<file path="src/rtl/miss_controller_2way_pkg.sv">
// Shared widths, state/op encodings and address helpers for the 2-way miss controller.
// Address layout is {tag, group, offset}; cache address is {way, group}.
package miss_controller_2way_pkg;

    localparam int BW_WORD_ADDR         = 16;
    localparam int BW_BLOCK             = 2;
    localparam int CACHE_BLOCK_CAPACITY = 128;
    localparam int BW_CACHE_ADDR        = $clog2(CACHE_BLOCK_CAPACITY);
    localparam int BW_GRP               = BW_CACHE_ADDR - 1;
    localparam int BW_TAG               = BW_WORD_ADDR - BW_GRP - BW_BLOCK;
    localparam int NUM_GRP              = 1 << BW_GRP;

    typedef enum logic [2:0] {
        S_IDLE   = 3'd0,
        S_LOOKUP = 3'd1,
        S_EVICT  = 3'd2,
        S_WB     = 3'd3,
        S_FILL   = 3'd4,
        S_UPDATE = 3'd5,
        S_DONE   = 3'd6
    } state_t;

    typedef enum logic [2:0] {
        OP_NONE  = 3'd0,
        OP_HIT   = 3'd1,
        OP_INVAL = 3'd2,
        OP_CLEAN = 3'd3,
        OP_FILL  = 3'd4
    } repl_op_t;

    function automatic logic [BW_WORD_ADDR-1:0] block_addr(input logic [BW_TAG-1:0] tag,
                                                         input logic [BW_GRP-1:0] grp);
        return {tag, grp, {BW_BLOCK{1'b0}}};
    endfunction

endpackage

</file>
<file path="src/rtl/miss_controller_2way_if.sv">
// Bundle of core, tag-memory, block-transfer and counter signals of the miss controller.
// master = controller side, slave = environment side.
interface miss_controller_2way_if;
    import miss_controller_2way_pkg::*;

    logic                     req_i;
    logic                     rw_i;
    logic [BW_WORD_ADDR-1:0]  addr_i;
    logic                     ready_o;
    logic                     done_o;
    logic                     hit_o;
    logic [BW_CACHE_ADDR-1:0] cache_addr_o;
    logic [BW_TAG-1:0]        tm_tag_o;
    logic [BW_GRP-1:0]        tm_group_o;
    logic [BW_CACHE_ADDR-1:0] tm_addr_o;
    logic                     tm_wren_o;
    logic                     tm_rmen_o;
    logic                     tm_hit_i;
    logic [BW_CACHE_ADDR-1:0] tm_addr_i;
    logic [BW_TAG-1:0]        tm_tag_i;
    logic                     mem_req_o;
    logic                     mem_rw_o;
    logic [BW_WORD_ADDR-1:0]  mem_addr_o;
    logic                     mem_done_i;
    logic [31:0]              hit_count_o;
    logic [31:0]              miss_count_o;
    logic [31:0]              wb_count_o;

    modport master (
        input  req_i, rw_i, addr_i, tm_hit_i, tm_addr_i, tm_tag_i, mem_done_i,
        output ready_o, done_o, hit_o, cache_addr_o, tm_tag_o, tm_group_o, tm_addr_o,
               tm_wren_o, tm_rmen_o, mem_req_o, mem_rw_o, mem_addr_o,
               hit_count_o, miss_count_o, wb_count_o
    );

    modport slave (
        output req_i, rw_i, addr_i, tm_hit_i, tm_addr_i, tm_tag_i, mem_done_i,
        input  ready_o, done_o, hit_o, cache_addr_o, tm_tag_o, tm_group_o, tm_addr_o,
               tm_wren_o, tm_rmen_o, mem_req_o, mem_rw_o, mem_addr_o,
               hit_count_o, miss_count_o, wb_count_o
    );

endinterface

</file>
<file path="src/rtl/miss_controller_2way_replacement_state.sv">
// Per-group valid/dirty/LRU bookkeeping and victim choice (invalid way first, else LRU).
module replacement_state_2way
    import miss_controller_2way_pkg::*;
(
    input  logic              clk,
    input  logic              resetn,
    input  logic [BW_GRP-1:0] grp,
    input  logic              way,
    input  repl_op_t          op,
    input  logic              rw,
    output logic              victim,
    output logic              victim_valid,
    output logic              way_dirty
);

    logic [1:0][NUM_GRP-1:0] valid_r;
    logic [1:0][NUM_GRP-1:0] dirty_r;
    logic [NUM_GRP-1:0]      lru_r;

    // victim selection and dirty lookup for the addressed way
    always_comb begin
        victim = 1'b0;
        if (!valid_r[0][grp]) begin
            victim = 1'b0;
        end else if (!valid_r[1][grp]) begin
            victim = 1'b1;
        end else begin
            victim = lru_r[grp];
        end
        victim_valid = valid_r[victim][grp];
        way_dirty    = dirty_r[way][grp];
    end

    // state array updates driven by the controller op
    always_ff @(posedge clk) begin
        if (!resetn) begin
            valid_r <= '0;
            dirty_r <= '0;
            lru_r   <= '0;
        end else begin
            case (op)
                OP_HIT: begin
                    lru_r[grp]        <= ~way;
                    dirty_r[way][grp] <= dirty_r[way][grp] | rw;
                end
                OP_INVAL: valid_r[way][grp] <= 1'b0;
                OP_CLEAN: dirty_r[way][grp] <= 1'b0;
                OP_FILL: begin
                    valid_r[way][grp] <= 1'b1;
                    dirty_r[way][grp] <= rw;
                    lru_r[grp]        <= ~way;
                end
                default: ;
            endcase
        end
    end

endmodule

</file>
<file path="src/rtl/miss_controller_2way.sv">
// Request sequencer for the 2-way tag path: lookup, victim eviction/writeback, fill and tag commit.
module miss_controller_2way
    import miss_controller_2way_pkg::*;
(
    input  logic                   clock_i,
    input  logic                   resetn_i,
    miss_controller_2way_if.master bus
);

    state_t            state_r, state_s;
    logic [BW_TAG-1:0] req_tag_r, victim_tag_r;
    logic [BW_GRP-1:0] req_grp_r;
    logic              req_rw_r, way_r, hit_r;
    logic [31:0]       hit_count_r, miss_count_r, wb_count_r;
    repl_op_t          op_s;
    logic              sel_way_s, victim_s, victim_valid_s, way_dirty_s;

    replacement_state_2way u_repl (
        .clk          (clock_i),
        .resetn       (resetn_i),
        .grp          (req_grp_r),
        .way          (sel_way_s),
        .op           (op_s),
        .rw           (req_rw_r),
        .victim       (victim_s),
        .victim_valid (victim_valid_s),
        .way_dirty    (way_dirty_s)
    );

    // next state, replacement op and state-decoded outputs
    always_comb begin
        state_s          = state_r;
        op_s             = OP_NONE;
        sel_way_s        = way_r;
        bus.ready_o      = 1'b0;
        bus.done_o       = 1'b0;
        bus.hit_o        = 1'b0;
        bus.cache_addr_o = '0;
        bus.tm_tag_o     = '0;
        bus.tm_group_o   = '0;
        bus.tm_addr_o    = '0;
        bus.tm_wren_o    = 1'b0;
        bus.tm_rmen_o    = 1'b0;
        bus.mem_req_o    = 1'b0;
        bus.mem_rw_o     = 1'b0;
        bus.mem_addr_o   = '0;
        case (state_r)
            S_IDLE: begin
                bus.ready_o = 1'b1;
                if (bus.req_i) state_s = S_LOOKUP;
                else           state_s = S_IDLE;
            end
            S_LOOKUP: begin
                bus.tm_tag_o   = req_tag_r;
                bus.tm_group_o = req_grp_r;
                if (bus.tm_hit_i) begin
                    op_s      = OP_HIT;
                    sel_way_s = bus.tm_addr_i[BW_CACHE_ADDR-1];
                    state_s   = S_DONE;
                end else if (victim_valid_s) begin
                    state_s = S_EVICT;
                end else begin
                    state_s = S_FILL;
                end
            end
            S_EVICT: begin
                bus.tm_addr_o = {way_r, req_grp_r};
                bus.tm_rmen_o = 1'b1;
                op_s          = OP_INVAL;
                if (way_dirty_s) state_s = S_WB;
                else             state_s = S_FILL;
            end
            S_WB: begin
                bus.mem_req_o  = 1'b1;
                bus.mem_rw_o   = 1'b1;
                bus.mem_addr_o = block_addr(victim_tag_r, req_grp_r);
                if (bus.mem_done_i) begin
                    op_s    = OP_CLEAN;
                    state_s = S_FILL;
                end else begin
                    state_s = S_WB;
                end
            end
            S_FILL: begin
                bus.mem_req_o  = 1'b1;
                bus.mem_addr_o = block_addr(req_tag_r, req_grp_r);
                if (bus.mem_done_i) state_s = S_UPDATE;
                else                state_s = S_FILL;
            end
            S_UPDATE: begin
                bus.tm_addr_o = {way_r, req_grp_r};
                bus.tm_tag_o  = req_tag_r;
                bus.tm_wren_o = 1'b1;
                op_s          = OP_FILL;
                state_s       = S_DONE;
            end
            S_DONE: begin
                bus.done_o       = 1'b1;
                bus.hit_o        = hit_r;
                bus.cache_addr_o = {way_r, req_grp_r};
                state_s          = S_IDLE;
            end
            default: state_s = S_IDLE;
        endcase
    end

    // state register, request latch, way/victim tag capture and event counters
    always_ff @(posedge clock_i) begin
        if (!resetn_i) begin
            state_r      <= S_IDLE;
            req_tag_r    <= '0;
            req_grp_r    <= '0;
            req_rw_r     <= 1'b0;
            way_r        <= 1'b0;
            hit_r        <= 1'b0;
            victim_tag_r <= '0;
            hit_count_r  <= 32'd0;
            miss_count_r <= 32'd0;
            wb_count_r   <= 32'd0;
        end else begin
            state_r <= state_s;
            case (state_r)
                S_IDLE: begin
                    if (bus.req_i) begin
                        req_tag_r <= bus.addr_i[BW_WORD_ADDR-1 -: BW_TAG];
                        req_grp_r <= bus.addr_i[BW_BLOCK +: BW_GRP];
                        req_rw_r  <= bus.rw_i;
                    end
                end
                S_LOOKUP: begin
                    hit_r <= bus.tm_hit_i;
                    if (bus.tm_hit_i) begin
                        way_r       <= bus.tm_addr_i[BW_CACHE_ADDR-1];
                        hit_count_r <= hit_count_r + 32'd1;
                    end else begin
                        way_r        <= victim_s;
                        miss_count_r <= miss_count_r + 32'd1;
                    end
                end
                S_EVICT: victim_tag_r <= bus.tm_tag_i;
                S_WB: begin
                    if (bus.mem_done_i) wb_count_r <= wb_count_r + 32'd1;
                end
                default: ;
            endcase
        end
    end

    assign bus.hit_count_o  = hit_count_r;
    assign bus.miss_count_o = miss_count_r;
    assign bus.wb_count_o   = wb_count_r;

endmodule

</file>
<file path="src/flat_wrapper.sv">
// flat-port wrapper written by rule: the top's interface ports become plain ports
module miss_controller_2way_flat import miss_controller_2way_pkg::*;
  (clock_i, resetn_i, bus_req_i, bus_rw_i, bus_addr_i, bus_tm_hit_i, bus_tm_addr_i, bus_tm_tag_i, bus_mem_done_i, bus_ready_o, bus_done_o, bus_hit_o, bus_cache_addr_o, bus_tm_tag_o, bus_tm_group_o, bus_tm_addr_o, bus_tm_wren_o, bus_tm_rmen_o, bus_mem_req_o, bus_mem_rw_o, bus_mem_addr_o, bus_hit_count_o, bus_miss_count_o, bus_wb_count_o);
  miss_controller_2way_if bus_i ();
  input  logic clock_i;
  input  logic resetn_i;
  input wire logic [$bits(bus_i.req_i)-1:0] bus_req_i;
  input wire logic [$bits(bus_i.rw_i)-1:0] bus_rw_i;
  input wire logic [$bits(bus_i.addr_i)-1:0] bus_addr_i;
  input wire logic [$bits(bus_i.tm_hit_i)-1:0] bus_tm_hit_i;
  input wire logic [$bits(bus_i.tm_addr_i)-1:0] bus_tm_addr_i;
  input wire logic [$bits(bus_i.tm_tag_i)-1:0] bus_tm_tag_i;
  input wire logic [$bits(bus_i.mem_done_i)-1:0] bus_mem_done_i;
  output wire logic [$bits(bus_i.ready_o)-1:0] bus_ready_o;
  output wire logic [$bits(bus_i.done_o)-1:0] bus_done_o;
  output wire logic [$bits(bus_i.hit_o)-1:0] bus_hit_o;
  output wire logic [$bits(bus_i.cache_addr_o)-1:0] bus_cache_addr_o;
  output wire logic [$bits(bus_i.tm_tag_o)-1:0] bus_tm_tag_o;
  output wire logic [$bits(bus_i.tm_group_o)-1:0] bus_tm_group_o;
  output wire logic [$bits(bus_i.tm_addr_o)-1:0] bus_tm_addr_o;
  output wire logic [$bits(bus_i.tm_wren_o)-1:0] bus_tm_wren_o;
  output wire logic [$bits(bus_i.tm_rmen_o)-1:0] bus_tm_rmen_o;
  output wire logic [$bits(bus_i.mem_req_o)-1:0] bus_mem_req_o;
  output wire logic [$bits(bus_i.mem_rw_o)-1:0] bus_mem_rw_o;
  output wire logic [$bits(bus_i.mem_addr_o)-1:0] bus_mem_addr_o;
  output wire logic [$bits(bus_i.hit_count_o)-1:0] bus_hit_count_o;
  output wire logic [$bits(bus_i.miss_count_o)-1:0] bus_miss_count_o;
  output wire logic [$bits(bus_i.wb_count_o)-1:0] bus_wb_count_o;
  assign bus_i.req_i = bus_req_i;
  assign bus_i.rw_i = bus_rw_i;
  assign bus_i.addr_i = bus_addr_i;
  assign bus_i.tm_hit_i = bus_tm_hit_i;
  assign bus_i.tm_addr_i = bus_tm_addr_i;
  assign bus_i.tm_tag_i = bus_tm_tag_i;
  assign bus_i.mem_done_i = bus_mem_done_i;
  assign bus_ready_o = bus_i.ready_o;
  assign bus_done_o = bus_i.done_o;
  assign bus_hit_o = bus_i.hit_o;
  assign bus_cache_addr_o = bus_i.cache_addr_o;
  assign bus_tm_tag_o = bus_i.tm_tag_o;
  assign bus_tm_group_o = bus_i.tm_group_o;
  assign bus_tm_addr_o = bus_i.tm_addr_o;
  assign bus_tm_wren_o = bus_i.tm_wren_o;
  assign bus_tm_rmen_o = bus_i.tm_rmen_o;
  assign bus_mem_req_o = bus_i.mem_req_o;
  assign bus_mem_rw_o = bus_i.mem_rw_o;
  assign bus_mem_addr_o = bus_i.mem_addr_o;
  assign bus_hit_count_o = bus_i.hit_count_o;
  assign bus_miss_count_o = bus_i.miss_count_o;
  assign bus_wb_count_o = bus_i.wb_count_o;
  miss_controller_2way u_core (.clock_i(clock_i), .resetn_i(resetn_i), .bus(bus_i));
endmodule
</file>
<file path="config.mk">
export PLATFORM = sky130hd
export DESIGN_NAME = miss_controller_2way_flat
export DESIGN_NICKNAME = d
export VERILOG_FILES = /design/src/rtl/miss_controller_2way_pkg.sv /design/src/rtl/miss_controller_2way_if.sv /design/src/rtl/miss_controller_2way_replacement_state.sv /design/src/rtl/miss_controller_2way.sv /design/src/flat_wrapper.sv
export SDC_FILE = /design/constraint.sdc
export NUM_CORES = 1
export LEC_CHECK = 0
export BUFFER_PORTS_ARGS = -buffer_cell sky130_fd_sc_hd__buf_2
export CORE_MARGIN = 5
export CORE_UTILIZATION = 40
export DETAILED_ROUTE_END_ITERATION = 8
export SLEW_MARGIN = 25
export SYNTH_ARGS = -nofsm -noshare
export SYNTH_HDL_FRONTEND = slang
export SYNTH_SLANG_ARGS = --single-unit
</file>
<file path="constraint.sdc">
create_clock -name clock_i -period 4.85 [get_ports clock_i]
set_clock_uncertainty 0.1 [all_clocks]
set_input_delay 0 -clock clock_i [delete_from_list [all_inputs] [get_ports clock_i]]
set_output_delay 0 -clock clock_i [all_outputs]
set_load 0.05 [all_outputs]
</file>
==> results of run 1 <==
[power by group through the flow]
stage               sequential (mW)  combinational (mW)  clock [mW]
floorplan                      3.83                1.65           0
global placement               3.94                2.48           0
detailed placement             3.94                2.51           0
CTS                            3.86                2.53        4.10
global route                   3.88                2.71        4.25
finish                         3.87                2.62        4.05
[metal layers]
| layer | wire [microns] | GRT usage [%] | share of wire [%] |
|---|---|---|---|
| met1 | 34800 | 33.4 | 42 |
| met2 | 37400 | 39.2 | 45 |
| met3 | 7510 | 4.80 | 9.0 |
| met4 | 3680 | 10.6 | 4.4 |
| met5 | 0 | 0 | 0 |
[what timing repair did]
item | in CTS | in global routing
gates resized for setup | 0 | 0
hold buffers | 28 | 1
hold endpoints to repair | 35 | 20
[final cells by class]
type                       instances  area (sq um)  area share, %
multi-input combinational       2325         13200           49.2
sequential                       444          8900           33.3
timing repair buffer             282          1950           7.28
clock buffer                      73          1460           5.45
tap                              765           957           3.58
clock inverter                    18           279           1.04
inverter                          13          61.3          0.229
[how the worst max path moves through the flow]
stage | from | endpoint | slack, ns | cells past startpoint
floorplan | u_core.req_grp_r[2] | u_core.state_r[2] | 1.63 | 13
global placement | u_core.state_r[2] | u_core.u_repl.dirty_r[82] | 0.46 | 13
detailed placement | u_core.state_r[1] | u_core.u_repl.dirty_r[96] | 0.46 | 13
CTS | u_core.state_r[2] | u_core.u_repl.dirty_r[83] | 0.42 | 13
global route | u_core.state_r[1] | u_core.u_repl.dirty_r[96] | 0.15 | 13
finish | u_core.state_r[2] | u_core.u_repl.dirty_r[83] | 0.23 | 13
[through the flow]
stage,cell area [sq um],std cells,hold WS [ns]
floorplan,23200,3041,0.0360
global placement,24700,3799,0.137
detailed placement,24700,3799,0.141
CTS,26700,3918,0.0683
global route,26800,3920,0.104
finish,26800,3920,0.0936
[logic make-up (layout without fill, tap and decap cells)]
| logic type | count (synthesis) | count (layout) | synth area share (%) |
|---|---|---|---|
| other cells | 1 | 2 | 0.0162 |
| buf+inv | 272 | 386 | 5.23 |
| simple gates | 1473 | 1473 | 28.4 |
| fa+ha+maj | 3 | 3 | 0.162 |
| xor+xnor | 74 | 74 | 2.80 |
| mux | 126 | 126 | 7.36 |
| flops | 444 | 444 | 38.4 |
| compound gates | 647 | 647 | 17.7 |
[cell usage in the layout (no fill, tap or decap), types with 10 or more instances in the layout]
cell type | Yosys | final
sky130_fd_sc_hd__mux2_2 | 11 | 11
sky130_fd_sc_hd__nand2_1 | 597 | 596
sky130_fd_sc_hd__clkbuf_1 | 187 | 12
sky130_fd_sc_hd__o211ai_1 | 10 | 10
sky130_fd_sc_hd__nor2_1 | 367 | 364
sky130_fd_sc_hd__xnor2_1 | 18 | 18
sky130_fd_sc_hd__a22o_1 | 15 | 15
sky130_fd_sc_hd__o21ai_0 | 189 | 189
sky130_fd_sc_hd__nand4_1 | 36 | 36
sky130_fd_sc_hd__o22ai_1 | 15 | 15
sky130_fd_sc_hd__buf_4 | 13 | 66
sky130_fd_sc_hd__buf_2 | 24 | 172
sky130_fd_sc_hd__or3_1 | 79 | 79
sky130_fd_sc_hd__dfxtp_1 | 444 | 440
sky130_fd_sc_hd__clkbuf_8 | 0 | 11
sky130_fd_sc_hd__mux4_2 | 34 | 34
sky130_fd_sc_hd__nand3_1 | 229 | 229
sky130_fd_sc_hd__nor2b_1 | 18 | 18
sky130_fd_sc_hd__nor3_1 | 21 | 18
sky130_fd_sc_hd__o21ai_2 | 39 | 39
sky130_fd_sc_hd__a21oi_1 | 165 | 165
sky130_fd_sc_hd__clkbuf_16 | 0 | 51
sky130_fd_sc_hd__mux2i_1 | 80 | 79
sky130_fd_sc_hd__xor2_1 | 56 | 56
sky130_fd_sc_hd__a221oi_1 | 14 | 14
sky130_fd_sc_hd__a22oi_1 | 141 | 141
sky130_fd_sc_hd__and3_1 | 34 | 34
sky130_fd_sc_hd__buf_12 | 4 | 13
sky130_fd_sc_hd__dlygate4sd3_1 | 0 | 29
sky130_fd_sc_hd__and2_1 | 37 | 37
[worst max-delay path, stage by stage, from the launching register on]
cell and delay, ns:
sky130_fd_sc_hd__dfxtp_1 0.43, sky130_fd_sc_hd__nand4bb_2 0.66, sky130_fd_sc_hd__buf_4 0.47, sky130_fd_sc_hd__nand3_1 0.13
sky130_fd_sc_hd__a21oi_1 0.07, sky130_fd_sc_hd__nor4_1 0.31, sky130_fd_sc_hd__a41oi_1 0.25, sky130_fd_sc_hd__or4_1 0.63
sky130_fd_sc_hd__a222oi_1 0.45, sky130_fd_sc_hd__buf_4 0.22, sky130_fd_sc_hd__a2bb2oi_4 0.21, sky130_fd_sc_hd__buf_12 0.20
sky130_fd_sc_hd__buf_4 0.21, sky130_fd_sc_hd__o21ai_0 0.10
==> flow_summary.rst, run 1 <==
.. list-table::
   :header-rows: 1

   * - Metric
     - Value
   * - DR pass1 iterations
     - 9
   * - H-tree lvl count
     - 2
   * - Crit. End Element
     - flip-flop
   * - ANT cells
     - 0
   * - Post-synthesis sequential element count
     - 444
   * - Portion of the clock cycle consumed by the worst path in the final layout
     - 95.2%
   * - Cell taking the most area after synthesis
     - sky130_fd_sc_hd__dfxtp_1
   * - Number of global-route vias before repair
     - 21.6k
   * - Number of rows in the core area
     - 88
   * - Share of total power in combinational logic
     - 24.8%
   * - Origin of the critical flop-to-flop path
     - u_core.state_r[2]
   * - Peak supply drop
     - 385 uV
   * - Root Driver
     - sky130_fd_sc_hd__clkbuf_16
   * - Pwr Total
     - 10.5 mW
   * - TritonCTS clock tree
     - yes
   * - Count of cells along the worst register-to-register path
     - 13
   * - Area of the core region
     - 57600 sq um
   * - Number of synthesized flops with an enable pin
     - 0
   * - Post-synth top cells
     - 597 x sky130_fd_sc_hd__nand2_1, 444 x sky130_fd_sc_hd__dfxtp_1, 367 x sky130_fd_sc_hd__nor2_1
   * - Final number of hold-violating endpoints
     - 0
   * - Top cells by area in the synthesized netlist
     - sky130_fd_sc_hd__dfxtp_1 38%, sky130_fd_sc_hd__nand2_1 9.7%, sky130_fd_sc_hd__nor2_1 5.9%, sky130_fd_sc_hd__nand3_1 4.9%, sky130_fd_sc_hd__a22oi_1 4.6%
   * - Total net switching power
     - 3.73 mW
   * - Largest net degree at the start of global routing
     - 156
   * - DP Worst Slack
     - 0.461 ns
   * - Switching share of total power
     - 35.4%
   * - Design internal power
     - 6.81 mW
   * - Proportion of layout cells with a drive suffix above 1
     - 14.0%
   * - Number of failing setup endpoints in the final timing report
     - 0
   * - Share of flip-flops with an asynchronous set or reset after synthesis
     - 0%
   * - Drt initial violations
     - 2799
   * - Power density over cell area
     - 394 nW/um^2
   * - Die Footprint
     - 62800 sq um
   * - Total CTS buffers
     - 50
   * - Starting density of the core
     - 40.2%
   * - Sum Neg Setup Slack
     - 0 ns
   * - Number of pins with negative max-slew slack in the final report
     - 0
   * - Type of the worst min-delay path
     - input port to flip-flop
   * - Min Clock Period, post-route
     - 4.62 ns
   * - Hold path startpoint
     - bus_addr_i[13]
   * - Yosys warning total
     - 0
   * - Height of the die
     - 251 microns
   * - Standby leakage power
     - 9.15 nW
   * - Worst endpoint required time
     - 5.21 ns
   * - Port Buffer Count
     - 173
   * - Number of top-level pins
     - 184
   * - Cell area after synthesis
     - 23200 sq um
   * - Number of instances in the synthesized netlist
     - 3040
   * - Count of unique library cells instantiated by Yosys
     - 73
   * - Antenna violations before repair
     - 2
   * - GR Overflow Total
     - 0
   * - Most common cell in the synthesized netlist
     - sky130_fd_sc_hd__nand2_1
   * - Type of origin of the critical path
     - flip-flop
   * - Measured slew at the worst slew-check pin
     - 1.13 ns
   * - Max-Slew Margin vs Limit
     - 24.6%
   * - Global Route Usage Sum
     - 24.9%
   * - Endpoint of the worst hold path
     - u_core.req_tag_r[5]
   * - Worst-case clock buffer depth
     - 3
   * - Placer congestion estimate
     - 0.959
   * - Fraction of the yosys area taken by sequential cells
     - 38.4%
   * - Insertion delay of the later-clocked pin in the worst-skew pair
     - 0.61 ns
   * - Run status
     - completed
   * - Horizontal extent of the die
     - 251 microns
   * - Area Overhead vs Synth
     - 15.5%
   * - Synthesized area per cell
     - 7.62 sq um
   * - Detailed-placement wirelength estimate
     - 56100 microns
   * - Worst EP arrival
     - 4.98 ns
   * - Detail Route Antenna Nets
     - 0
   * - Predominant post-synthesis flop cell
     - sky130_fd_sc_hd__dfxtp_1
   * - Hold path depth
     - 4
   * - Avg Vias per Cell
     - 5.97
   * - Sequential group share of total power
     - 36.7%
   * - Post-CTS Setup Inserts
     - 0
   * - Max-cap violations
     - 0
   * - Remaining design rule violation count
     - 0
   * - Area share of the leading cell type in the synthesized netlist
     - 38.4%
   * - Clock transition at the registers of the reported paths
     - 0.06 ns
   * - Clock sinks
     - 444
   * - Routed length per placed instance
     - 21.3 microns
   * - Worst reg2reg setup slack
     - 0.23 ns
   * - Fillers
     - 5610
   * - Setup repair after global routing missed its margin
     - no
   * - Fraction of power consumed by the clock network
     - 38.4%
   * - Final net count
     - 3156
   * - Wire length of the first global-routing pass
     - 127000 microns
   * - Overall routed net length
     - 83400 microns
   * - Final Worst Setup Slack
     - 0.234 ns
   * - Setup Crit Path Kind
     - flip-flop to flip-flop
   * - Timing-limited maximum frequency
     - 217 MHz
   * - Critical Path Fanout Max
     - 23
   * - Final core utilization
     - 46.5%
   * - Critical register-to-register path endpoint
     - u_core.u_repl.dirty_r[83]
   * - Total via count in the routed design
     - 23.4k
Power figures use the tool's default switching activity.
==> inputs of run 2 (changes only) <==
==> constraint.sdc (replaced) <==
create_clock -name clock_i -period 4.85 [get_ports clock_i]
set_clock_uncertainty 0.1 [all_clocks]
set_input_delay 0.97 -clock clock_i [delete_from_list [all_inputs] [get_ports clock_i]]
set_output_delay 0.97 -clock clock_i [all_outputs]
set_load 0.05 [all_outputs]
==> run 2 against run 1 <==
Power is 1.2% higher. Non-clock buffer count is 19 lower. First-iteration DRC count is 1.9% lower. Combinational power hardly changed. Via count is 1.4% lower. Critical path depth is 1 higher. Largest power group unchanged.
==> flow_summary.rst, run 2 (synthesis gave the netlist of run 1 again) <==
.. list-table::
   :header-rows: 1

   * - Metric
     - Value
   * - Starting density of the core
     - 40.2%
   * - Combined buffer and inverter count along the critical path
     - 5
   * - Number of global-route vias before repair
     - 21.4k
   * - Global Route Usage Sum
     - 24.7%
   * - TritonCTS clock tree
     - yes
   * - H-tree lvl count
     - 2
   * - Detail Route Antenna Nets
     - 0
   * - DP Worst Slack
     - -0.0888 ns
   * - Clock sinks
     - 444
   * - Setup repair after global routing missed its margin
     - no
   * - Standby leakage power
     - 9.10 nW
   * - Fin cells
     - 3901
   * - Area Overhead vs Synth
     - 15.0%
   * - CP delay by family, top
     - simple AND/OR/NAND/NOR gates
   * - Detailed-placement wirelength estimate
     - 55000 microns
   * - Total CTS buffers
     - 49
   * - Max-Slew Margin vs Limit
     - 26.6%
   * - Critical Path Stages
     - 14
   * - Power density over cell area
     - 400 nW/um^2
   * - Fillers
     - 5609
   * - Height of the die
     - 251 microns
   * - Remaining design rule violation count
     - 0
   * - Origin of the critical flop-to-flop path
     - u_core.state_r[1]
   * - Quantity of gates resized following cts
     - 0
   * - Smallest hold slack
     - 0.356 ns
   * - Number of pins with negative max-slew slack in the final report
     - 0
   * - Horizontal extent of the die
     - 251 microns
   * - Run status
     - completed
   * - Die Footprint
     - 62800 sq um
   * - Cell-by-cell listing of the critical path
     - nand4bb_2, buf_4, buf_4, nand3_1, a21oi_1, nor4_1, a41oi_1, or4_1, a222oi_1, buf_4, a2bb2oi_4, buf_12, buf_12, o21ai_0
   * - Delay of the slowest cell on the worst path
     - 0.77 ns
   * - Library cell appearing most often on the critical path
     - sky130_fd_sc_hd__buf_4
   * - Hold path startpoint
     - u_core.victim_tag_r[3]
   * - Area of the core region
     - 57600 sq um
   * - Number of rows in the core area
     - 88
   * - Portion of the clock cycle consumed by the worst path in the final layout
     - 93.4%
   * - Drt initial violations
     - 2747
   * - Quantity of hold-fixing buffers added after cts
     - 0
   * - Type of origin of the critical path
     - flip-flop
   * - Routed length per placed instance
     - 21.0 microns
   * - Crit. End Element
     - flip-flop
   * - Peak supply drop
     - 303 uV
   * - Crit-path slowest cell
     - sky130_fd_sc_hd__nand4bb_2
   * - Proportion of layout cells with a drive suffix above 1
     - 14.4%
   * - Max-cap violations
     - 0
   * - Wire length of the first global-routing pass
     - 126000 microns
   * - Insertion delay of the later-clocked pin in the worst-skew pair
     - 0.60 ns
   * - Timing-limited maximum frequency
     - 221 MHz
   * - Root Driver
     - sky130_fd_sc_hd__clkbuf_16
   * - Largest net degree at the start of global routing
     - 129
   * - Critical register-to-register path endpoint
     - u_core.u_repl.dirty_r[83]
   * - Avg Vias per Cell
     - 5.91
   * - Setup Crit Path Kind
     - flip-flop to flip-flop
   * - Pwr Total
     - 10.7 mW
   * - GR Overflow Total
     - 0
   * - Port Buffer Count
     - 173
   * - Area occupied by registers
     - 8900 sq um
   * - Hold path depth
     - 2
   * - Endpoint of the worst hold path
     - u_core.victim_tag_r[3]
   * - Count of cells along the worst register-to-register path
     - 14
   * - Final number of hold-violating endpoints
     - 0
   * - Placer congestion estimate
     - 0.922
   * - Critical Path Fanout Max
     - 23
   * - Overall routed net length
     - 81700 microns
   * - Clock transition at the registers of the reported paths
     - 0.06 ns
   * - DR pass1 iterations
     - 9
   * - Leading cell types in the layout, fill and taps excluded
     - 596 x sky130_fd_sc_hd__nand2_1, 440 x sky130_fd_sc_hd__dfxtp_1, 364 x sky130_fd_sc_hd__nor2_1
   * - Number of failing setup endpoints in the final timing report
     - 0
   * - Measured slew at the worst slew-check pin
     - 1.10 ns
   * - Number of top-level pins
     - 184
   * - Min Clock Period, post-route
     - 4.53 ns
   * - Worst reg2reg setup slack
     - 0.32 ns
   * - Final net count
     - 3136
   * - Area used by multi-input combinational logic
     - 13200 sq um
   * - Final Worst Setup Slack
     - 0.320 ns
   * - Type of the worst min-delay path
     - flip-flop to flip-flop
   * - Worst endpoint required time
     - 5.20 ns
   * - Worst-case clock buffer depth
     - 3
   * - Placed cell count
     - 3810
   * - Total via count in the routed design
     - 23.1k
   * - Commonest non-fill, non-tap cell in the layout
     - sky130_fd_sc_hd__nand2_1
   * - Antenna violations before repair
     - 4
   * - Post-CTS Setup Inserts
     - 0
   * - Worst EP arrival
     - 4.88 ns
==> run 2: cell type report <==
type	count	area share, %
Clock buffer	71	5.41
Multi-Input combinational cell	2325	49.4
Timing Repair Buffer	263	6.57
Sequential cell	444	33.4
Inverter	13	0.230
Antenna cell	3	0.0282
Tap cell	765	3.59
Clock inverter	17	1.38
==> run 2: worst reg2reg max path: cells and delay by family, from the launching register on <==
| family | cells | cell delay [ns] |
|---|---|---|
| simple gates | 4 | 1.65 |
| compound gates | 5 | 1.05 |
| flops | 1 | 0.41 |
| buf+inv | 5 | 1.20 |
==> run 2: per-layer routing <==
| layer | wire length [microns] | vias up | track usage [%] |
|---|---|---|---|
| li1 | - | 10800 | - |
| met1 | 34400 | 11000 | 33.5 |
| met2 | 36500 | 1093 | 38.3 |
| met3 | 6680 | 243 | 4.24 |
| met4 | 4160 | 2 | 11.7 |
| met5 | 16 | - | 0 |
==> run 2: worst max-delay path by stage <==
| stage | startpoint | endpoint | slack [ns] |
|---|---|---|---|
| detailed placement | bus_tm_hit_i | u_core.u_repl.dirty_r[116] | -0.09 |
| global route | u_core.state_r[2] | u_core.u_repl.dirty_r[81] | 0.24 |
| finish | u_core.state_r[1] | u_core.u_repl.dirty_r[83] | 0.32 |
| global placement | bus_tm_hit_i | u_core.u_repl.dirty_r[87] | -0.09 |
| CTS | u_core.state_r[1] | u_core.u_repl.dirty_r[83] | 0.46 |
| floorplan | bus_tm_hit_i | u_core.u_repl.dirty_r[4] | 1.03 |
==> run 2: stage by stage <==
step	area (sq um)	util [%]	setup TNS, ns
final	26600	46.2	0
after global routing	26600	46.2	0
after CTS	26600	46.2	0
after detailed placement	24800	43.1	-3.26
after global placement	24800	43.1	-5.31
after floorplan	23200	-	0
==> run 2: report_power, final <==
part | total (mW) | switching (mW) | internal [mW]
Sequential | 3.86 | 0.154 | 3.71
Combinational | 2.62 | 1.96 | 0.662
Clock | 4.17 | 1.58 | 2.59
